[src/rtl/pe_mac_if.sv]
// Handshake bundle between the line-buffer/weight-fetch stage, the MAC PE
// and the activation stage.
interface pe_mac_if #(
    parameter int LANES = 4,
    parameter int PIC_W = 16,
    parameter int WGT_W = 16,
    parameter int CNT_W = 5,
    parameter int RES_W = 39
);
    logic [CNT_W-1:0]       cfg_taps;
    logic                   cfg_signed;
    logic                   flush;
    logic                   in_valid;
    logic                   in_ready;
    logic [LANES*PIC_W-1:0] pic_dat;
    logic [LANES*WGT_W-1:0] wgt_dat;
    logic                   out_valid;
    logic                   out_ready;
    logic [RES_W-1:0]       result;
    logic                   busy;

    modport master (
        output cfg_taps, cfg_signed, flush, in_valid, pic_dat, wgt_dat, out_ready,
        input  in_ready, out_valid, result, busy
    );

    modport slave (
        input  cfg_taps, cfg_signed, flush, in_valid, pic_dat, wgt_dat, out_ready,
        output in_ready, out_valid, result, busy
    );
endinterface

[src/rtl/pe_mac_lanes.sv]
// Convolution PE: LANES parallel multipliers summed into one accumulator per
// beat; one result per window of a runtime-configured number of taps.

module pe_mac_lane #(
    parameter int PIC_W = 16,
    parameter int WGT_W = 16,
    parameter int RES_W = 39
) (
    input  logic [PIC_W-1:0] pic,
    input  logic [WGT_W-1:0] wgt,
    input  logic             is_signed,
    output logic [RES_W-1:0] prod_ext
);
    localparam int PROD_W = PIC_W + WGT_W + 2;

    // One extra bit per operand lets a single signed multiplier serve both modes.
    logic signed [PIC_W:0]    a;
    logic signed [WGT_W:0]    b;
    logic signed [PROD_W-1:0] prod;

    assign a        = {is_signed & pic[PIC_W-1], pic};
    assign b        = {is_signed & wgt[WGT_W-1], wgt};
    assign prod     = PROD_W'(a) * PROD_W'(b);
    assign prod_ext = {{(RES_W-PROD_W){prod[PROD_W-1]}}, prod};
endmodule

module pe_mac_lanes #(
    parameter int LANES    = 4,
    parameter int PIC_W    = 16,
    parameter int WGT_W    = 16,
    parameter int MAX_TAPS = 25,
    parameter int CNT_W    = 5,
    parameter int RES_W    = 39
) (
    input  logic     clk,
    input  logic     rst,
    pe_mac_if.slave  bus
);
    logic [LANES-1:0][RES_W-1:0] prod;
    logic [RES_W-1:0]            beat_sum, acc_next, acc, result_q;
    logic [CNT_W-1:0]            tap_cnt, taps_q, cfg_eff, taps_eff;
    logic                        signed_q, eff_signed, out_valid_q;
    logic                        final_beat, accept, first_beat;

    assign first_beat = (tap_cnt == '0);
    assign eff_signed = first_beat ? bus.cfg_signed : signed_q;
    assign cfg_eff    = (bus.cfg_taps == '0)                 ? CNT_W'(1) :
                        (bus.cfg_taps > CNT_W'(MAX_TAPS))    ? CNT_W'(MAX_TAPS) :
                                                               bus.cfg_taps;
    assign taps_eff   = first_beat ? cfg_eff : taps_q;
    assign final_beat = (tap_cnt == taps_eff - CNT_W'(1));

    for (genvar g = 0; g < LANES; g++) begin : g_lane
        pe_mac_lane #(.PIC_W(PIC_W), .WGT_W(WGT_W), .RES_W(RES_W)) u_lane (
            .pic      (bus.pic_dat[g*PIC_W +: PIC_W]),
            .wgt      (bus.wgt_dat[g*WGT_W +: WGT_W]),
            .is_signed(eff_signed),
            .prod_ext (prod[g])
        );
    end

    always_comb begin
        beat_sum = '0;
        for (int i = 0; i < LANES; i++) beat_sum = beat_sum + prod[i];
    end

    assign acc_next = (first_beat ? '0 : acc) + beat_sum;

    // Only the window-closing beat needs the output register free.
    assign bus.in_ready = !rst && !bus.flush && (!out_valid_q || bus.out_ready || !final_beat);
    assign accept       = bus.in_valid && bus.in_ready;

    always_ff @(posedge clk or posedge rst) begin
        if (rst) begin
            tap_cnt     <= '0;
            acc         <= '0;
            taps_q      <= CNT_W'(1);
            signed_q    <= 1'b0;
            out_valid_q <= 1'b0;
            result_q    <= '0;
        end else begin
            if (out_valid_q && bus.out_ready) out_valid_q <= 1'b0;
            if (bus.flush) begin
                tap_cnt <= '0;
                acc     <= '0;
            end else if (accept) begin
                if (first_beat) begin
                    taps_q   <= cfg_eff;
                    signed_q <= bus.cfg_signed;
                end
                if (final_beat) begin
                    result_q    <= acc_next;
                    out_valid_q <= 1'b1;
                    tap_cnt     <= '0;
                    acc         <= '0;
                end else begin
                    acc     <= acc_next;
                    tap_cnt <= tap_cnt + CNT_W'(1);
                end
            end
        end
    end

    assign bus.out_valid = out_valid_q;
    assign bus.result    = result_q;
    assign bus.busy      = !first_beat;
endmodule

[src/flat_wrapper.sv]
// flat-port wrapper written by rule: the top's interface ports become plain ports
module pe_mac_lanes_flat 
#(
    parameter int LANES    = 4,
    parameter int PIC_W    = 16,
    parameter int WGT_W    = 16,
    parameter int MAX_TAPS = 25,
    parameter int CNT_W    = 5,
    parameter int RES_W    = 39
)
  (clk, rst, bus_cfg_taps, bus_cfg_signed, bus_flush, bus_in_valid, bus_pic_dat, bus_wgt_dat, bus_out_ready, bus_in_ready, bus_out_valid, bus_result, bus_busy);
  pe_mac_if #(.LANES(LANES), .PIC_W(PIC_W), .WGT_W(WGT_W), .CNT_W(CNT_W), .RES_W(RES_W)) bus_i ();
  input  logic clk;
  input  logic rst;
  input wire logic [$bits(bus_i.cfg_taps)-1:0] bus_cfg_taps;
  input wire logic [$bits(bus_i.cfg_signed)-1:0] bus_cfg_signed;
  input wire logic [$bits(bus_i.flush)-1:0] bus_flush;
  input wire logic [$bits(bus_i.in_valid)-1:0] bus_in_valid;
  input wire logic [$bits(bus_i.pic_dat)-1:0] bus_pic_dat;
  input wire logic [$bits(bus_i.wgt_dat)-1:0] bus_wgt_dat;
  input wire logic [$bits(bus_i.out_ready)-1:0] bus_out_ready;
  output wire logic [$bits(bus_i.in_ready)-1:0] bus_in_ready;
  output wire logic [$bits(bus_i.out_valid)-1:0] bus_out_valid;
  output wire logic [$bits(bus_i.result)-1:0] bus_result;
  output wire logic [$bits(bus_i.busy)-1:0] bus_busy;
  assign bus_i.cfg_taps = bus_cfg_taps;
  assign bus_i.cfg_signed = bus_cfg_signed;
  assign bus_i.flush = bus_flush;
  assign bus_i.in_valid = bus_in_valid;
  assign bus_i.pic_dat = bus_pic_dat;
  assign bus_i.wgt_dat = bus_wgt_dat;
  assign bus_i.out_ready = bus_out_ready;
  assign bus_in_ready = bus_i.in_ready;
  assign bus_out_valid = bus_i.out_valid;
  assign bus_result = bus_i.result;
  assign bus_busy = bus_i.busy;
  pe_mac_lanes #(.LANES(LANES), .PIC_W(PIC_W), .WGT_W(WGT_W), .MAX_TAPS(MAX_TAPS), .CNT_W(CNT_W), .RES_W(RES_W)) u_core (.clk(clk), .rst(rst), .bus(bus_i));
endmodule
[config.mk]
export PLATFORM = sky130hd
export DESIGN_NAME = pe_mac_lanes_flat
export DESIGN_NICKNAME = d
export VERILOG_FILES = /design/src/rtl/pe_mac_if.sv /design/src/rtl/pe_mac_lanes.sv /design/src/flat_wrapper.sv
export SDC_FILE = /design/constraint.sdc
export NUM_CORES = 2
export LEC_CHECK = 0
export BUFFER_PORTS_ARGS = -buffer_cell sky130_fd_sc_hd__buf_2
export CAP_MARGIN = 20
export CORE_MARGIN = 10
export CORE_UTILIZATION = 40
export DETAILED_ROUTE_END_ITERATION = 12
export PLACE_DENSITY = 0.58
export SLEW_MARGIN = 20
export SYNTH_ARGS = -nofsm -noshare
export SYNTH_HDL_FRONTEND = slang
export SYNTH_SLANG_ARGS = --single-unit
[constraint.sdc]
create_clock -name clk -period 16.26 [get_ports clk]
set_clock_uncertainty 0.05 [all_clocks]
set_input_delay 3.252 -clock clk [delete_from_list [all_inputs] [get_ports clk]]
set_output_delay 3.252 -clock clk [all_outputs]
set_load 0.05 [all_outputs]
==> summary.txt <==
Clock network
  – Max clock buf depth: 2
  – Reg clk slew, reported paths: 80 ps
  – H-Tree Level Count: 3
  – Root Driver: clkbuf_16
  – Post-CTS Resized: 0
  – CTS tree: built
  – Post-CTS Hold Buffers: 0
  – Clock Latency Late Sink: 380 ps
  – Post CTS Setup Buffer Count: 0
  – CTS sink cnt: 90
  – Num CTS Buffers: 9

Routing
  – Iteration-0 DRC Markers: 1782
  – Post-DRT Antenna Nets: 0
  – Via count: 35.8k
  – Wirelength per Cell: 18.7 µm
  – Detailed Routing Iterations Pass 1: 7
  – DR vias/cell: 4.95
  – Routed WL: 135 mm
  – Detailed-route DRC error count: 0

Synthesis
  – Post-synthesis mux area share: 1.31%
  – Syn Area/Cell: 9.44 µm²
  – Async set-reset flop share out of synthesis: 100%
  – Largest family of logic cells by synthesized area: adder cells
  – Most used DFF post-synth: dfrtp_1
  – YS warnings: 0
  – Sequential share of the synthesized area: 4.35%
  – Xor/xnor share of the synthesized area: 2.79%
  – Yosys top cell by area: fa_1
  – Syn Nets: 7321
  – Synthesized area: 51700 µm²
  – Mapped Cells: 5482
  – Post-synth top area share: 52.0%
  – Post-synth cell types: 72
  – Simple-gate share of the synthesized area: 14.1%
  – Number of enable flip-flop cells after synthesis: 0
  – Adder-Cell Fraction of Synth Area: 60.6%
  – Area contributors post-synth: fa_1 52%, inv_1 11%, ha_1 8.6%
  – Synth Register Bits: 90
  – Compound-gate portion of the synthesized area: 4.77%

Cells and area
  – Final nets: 7321
  – Layout cells sized above 1: 4.87%
  – Most frequent cells in the layout: 1460 x inv_1, 1344 x fa_1, 628 x nand2_1
  – # fillers: 12.7k
  – Non-filler instance count after layout: 7222
  – Area growth syn-to-layout: 5.08%
  – Commonest non-fill, non-tap cell in the layout: inv_1

Die
  – # IOs: 181
  – Die X: 380 µm
  – Die area: 144000 µm²
  – Starting Density: 40.4%
  – # rows: 131
  – Core area: 128000 µm²
  – Die height: 380 µm

GRT
  – Grt ovf: 0
  – First-pass GRT wire length: 220 mm
  – Total track usage: 19.2%
  – Largest net degree at the start of global routing: 62
  – Initial antenna violation count: 8
  – Number of global-route vias before repair: 39.7k

STA
  – Final hold vios: 0
  – Slew at the pin closest to its max-slew limit: 1050 ps
  – Worst hold slack: 428 ps
  – Worst rel slew slack: 29.0%
  – Setup TNS: 0 ps
  – Setup-failing EPs final: 0
  – Final period util: 88.0%
  – Slew Viols, Final: 0
  – Unrepaired setup endpoints after global routing: no
  – Fmax: 69.9 MHz
  – Crit path time final: 14310 ps

Place
  – GP Congestion: 0.884
  – Post-Place Cells: 7200
  – Post-DP HPWL: 115 mm
  – PortBufs: 180

Setup path
  – CP max FO: 18
  – Startpoint type of the worst setup path: primary input
  – Critical path's slowest cell: inv_1
  – Critical path arrival: 14530 ps
  – CP delay by family, top: adder cells
  – Crit Path Class: in2reg
  – Crit path required time: 16480 ps
  – Max incr delay on CP: 670 ps
  – Buffers & Inverters on Critical Path: 7
  – Top cell by count, worst path: fa_1
  – Worst setup EP type: flip-flop

Status
  – Status: finished, final reports clean

Flow run
  – Max-cap violations: 0

Min path
  – Worst Hold Class: reg2reg
[flip-flops by register name, indices dropped and copies added (netlist names)]
signal                count
u_core.signed_q           1
u_core.acc               39
u_core.bus.out_valid      1
u_core.taps_q             5
u_core.tap_cnt            5
u_core.bus.result        39
[Yosys cell counts (40+ instances only)]
cell and number:
xor2_1 45, a22o_1 40, nand2_1 629, and3_1 43, and2_1 531, inv_1 1461, clkbuf_1 184, nor2_1 110
a21oi_1 106, ha_1 356, o21ai_0 51, a21o_1 46, fa_1 1344, dfrtp_1 89, xnor2_1 117
[layer usage]
metal  global-route usage, %  vias up  wire [µm]
met3                    1.78      166       5290
met1                    25.5    18937      57500
met2                    33.8      757      68600
li1                        -    15908          -
met5                       0        -         13
met4                    4.40        2       3470
[layout make-up]
| cell class | instances | area [µm²] | area share [%] |
|---|---|---|---|
| Clock inverter | 6 | 57.6 | 0.106 |
| Multi-Input combinational cell | 3734 | 43200 | 79.5 |
| Clock buffer | 10 | 229 | 0.421 |
| Sequential cell | 90 | 2250 | 4.14 |
| Tap cell | 1729 | 2160 | 3.98 |
| Antenna cell | 6 | 15.0 | 0.0276 |
| Inverter | 1462 | 5490 | 10.1 |
| Timing Repair Buffer | 185 | 938 | 1.73 |
[worst min-delay path, cell delays in order (launching register included)]
cell and delay, ps:
dfrtp_1 340, nand2_1 50, o21ai_0 60
[per-stage QoR]
stage | setup slack, ps | util (%) | instance area [µm²]
6_report | 1950 | 42.5 | 54400
2_1_floorplan | 2770 | - | 51700
3_3_place_gp | 1590 | 42.2 | 54100
3_5_place_dp | 1500 | 42.2 | 54100
4_1_cts | 1920 | 42.5 | 54400
5_1_grt | 1190 | 42.5 | 54400
[worst paths after layout]
check,slack (ps),cells after the start,endpoint,startpoint
hold reg to reg,430,2,u_core.acc[37],u_core.acc[37]
min in group asynchronous,2820,2,u_core.taps_q[4],rst
hold / removal,430,2,u_core.acc[37],u_core.acc[37]
max in group asynchronous,12070,3,u_core.bus.result[10],rst
setup / recovery,1950,37,u_core.bus.result[38],bus_cfg_signed
setup reg to reg,3580,39,u_core.bus.result[38],u_core.tap_cnt[0]
[cells by family (layout without fill, tap and decap cells)]
group	after synthesis	after routing
muxes	48	48
other	0	6
AOI/OAI and AO/OA	364	364
adders and majority gates	1700	1700
DFF	90	90
and+or+nand+nor	1459	1459
buffers and inverters	1658	1663
xor gates and xnor gates	163	163
Power is not shown: default switching activity piles up to over one toggle a cycle in this logic, so the estimate is an artifact.
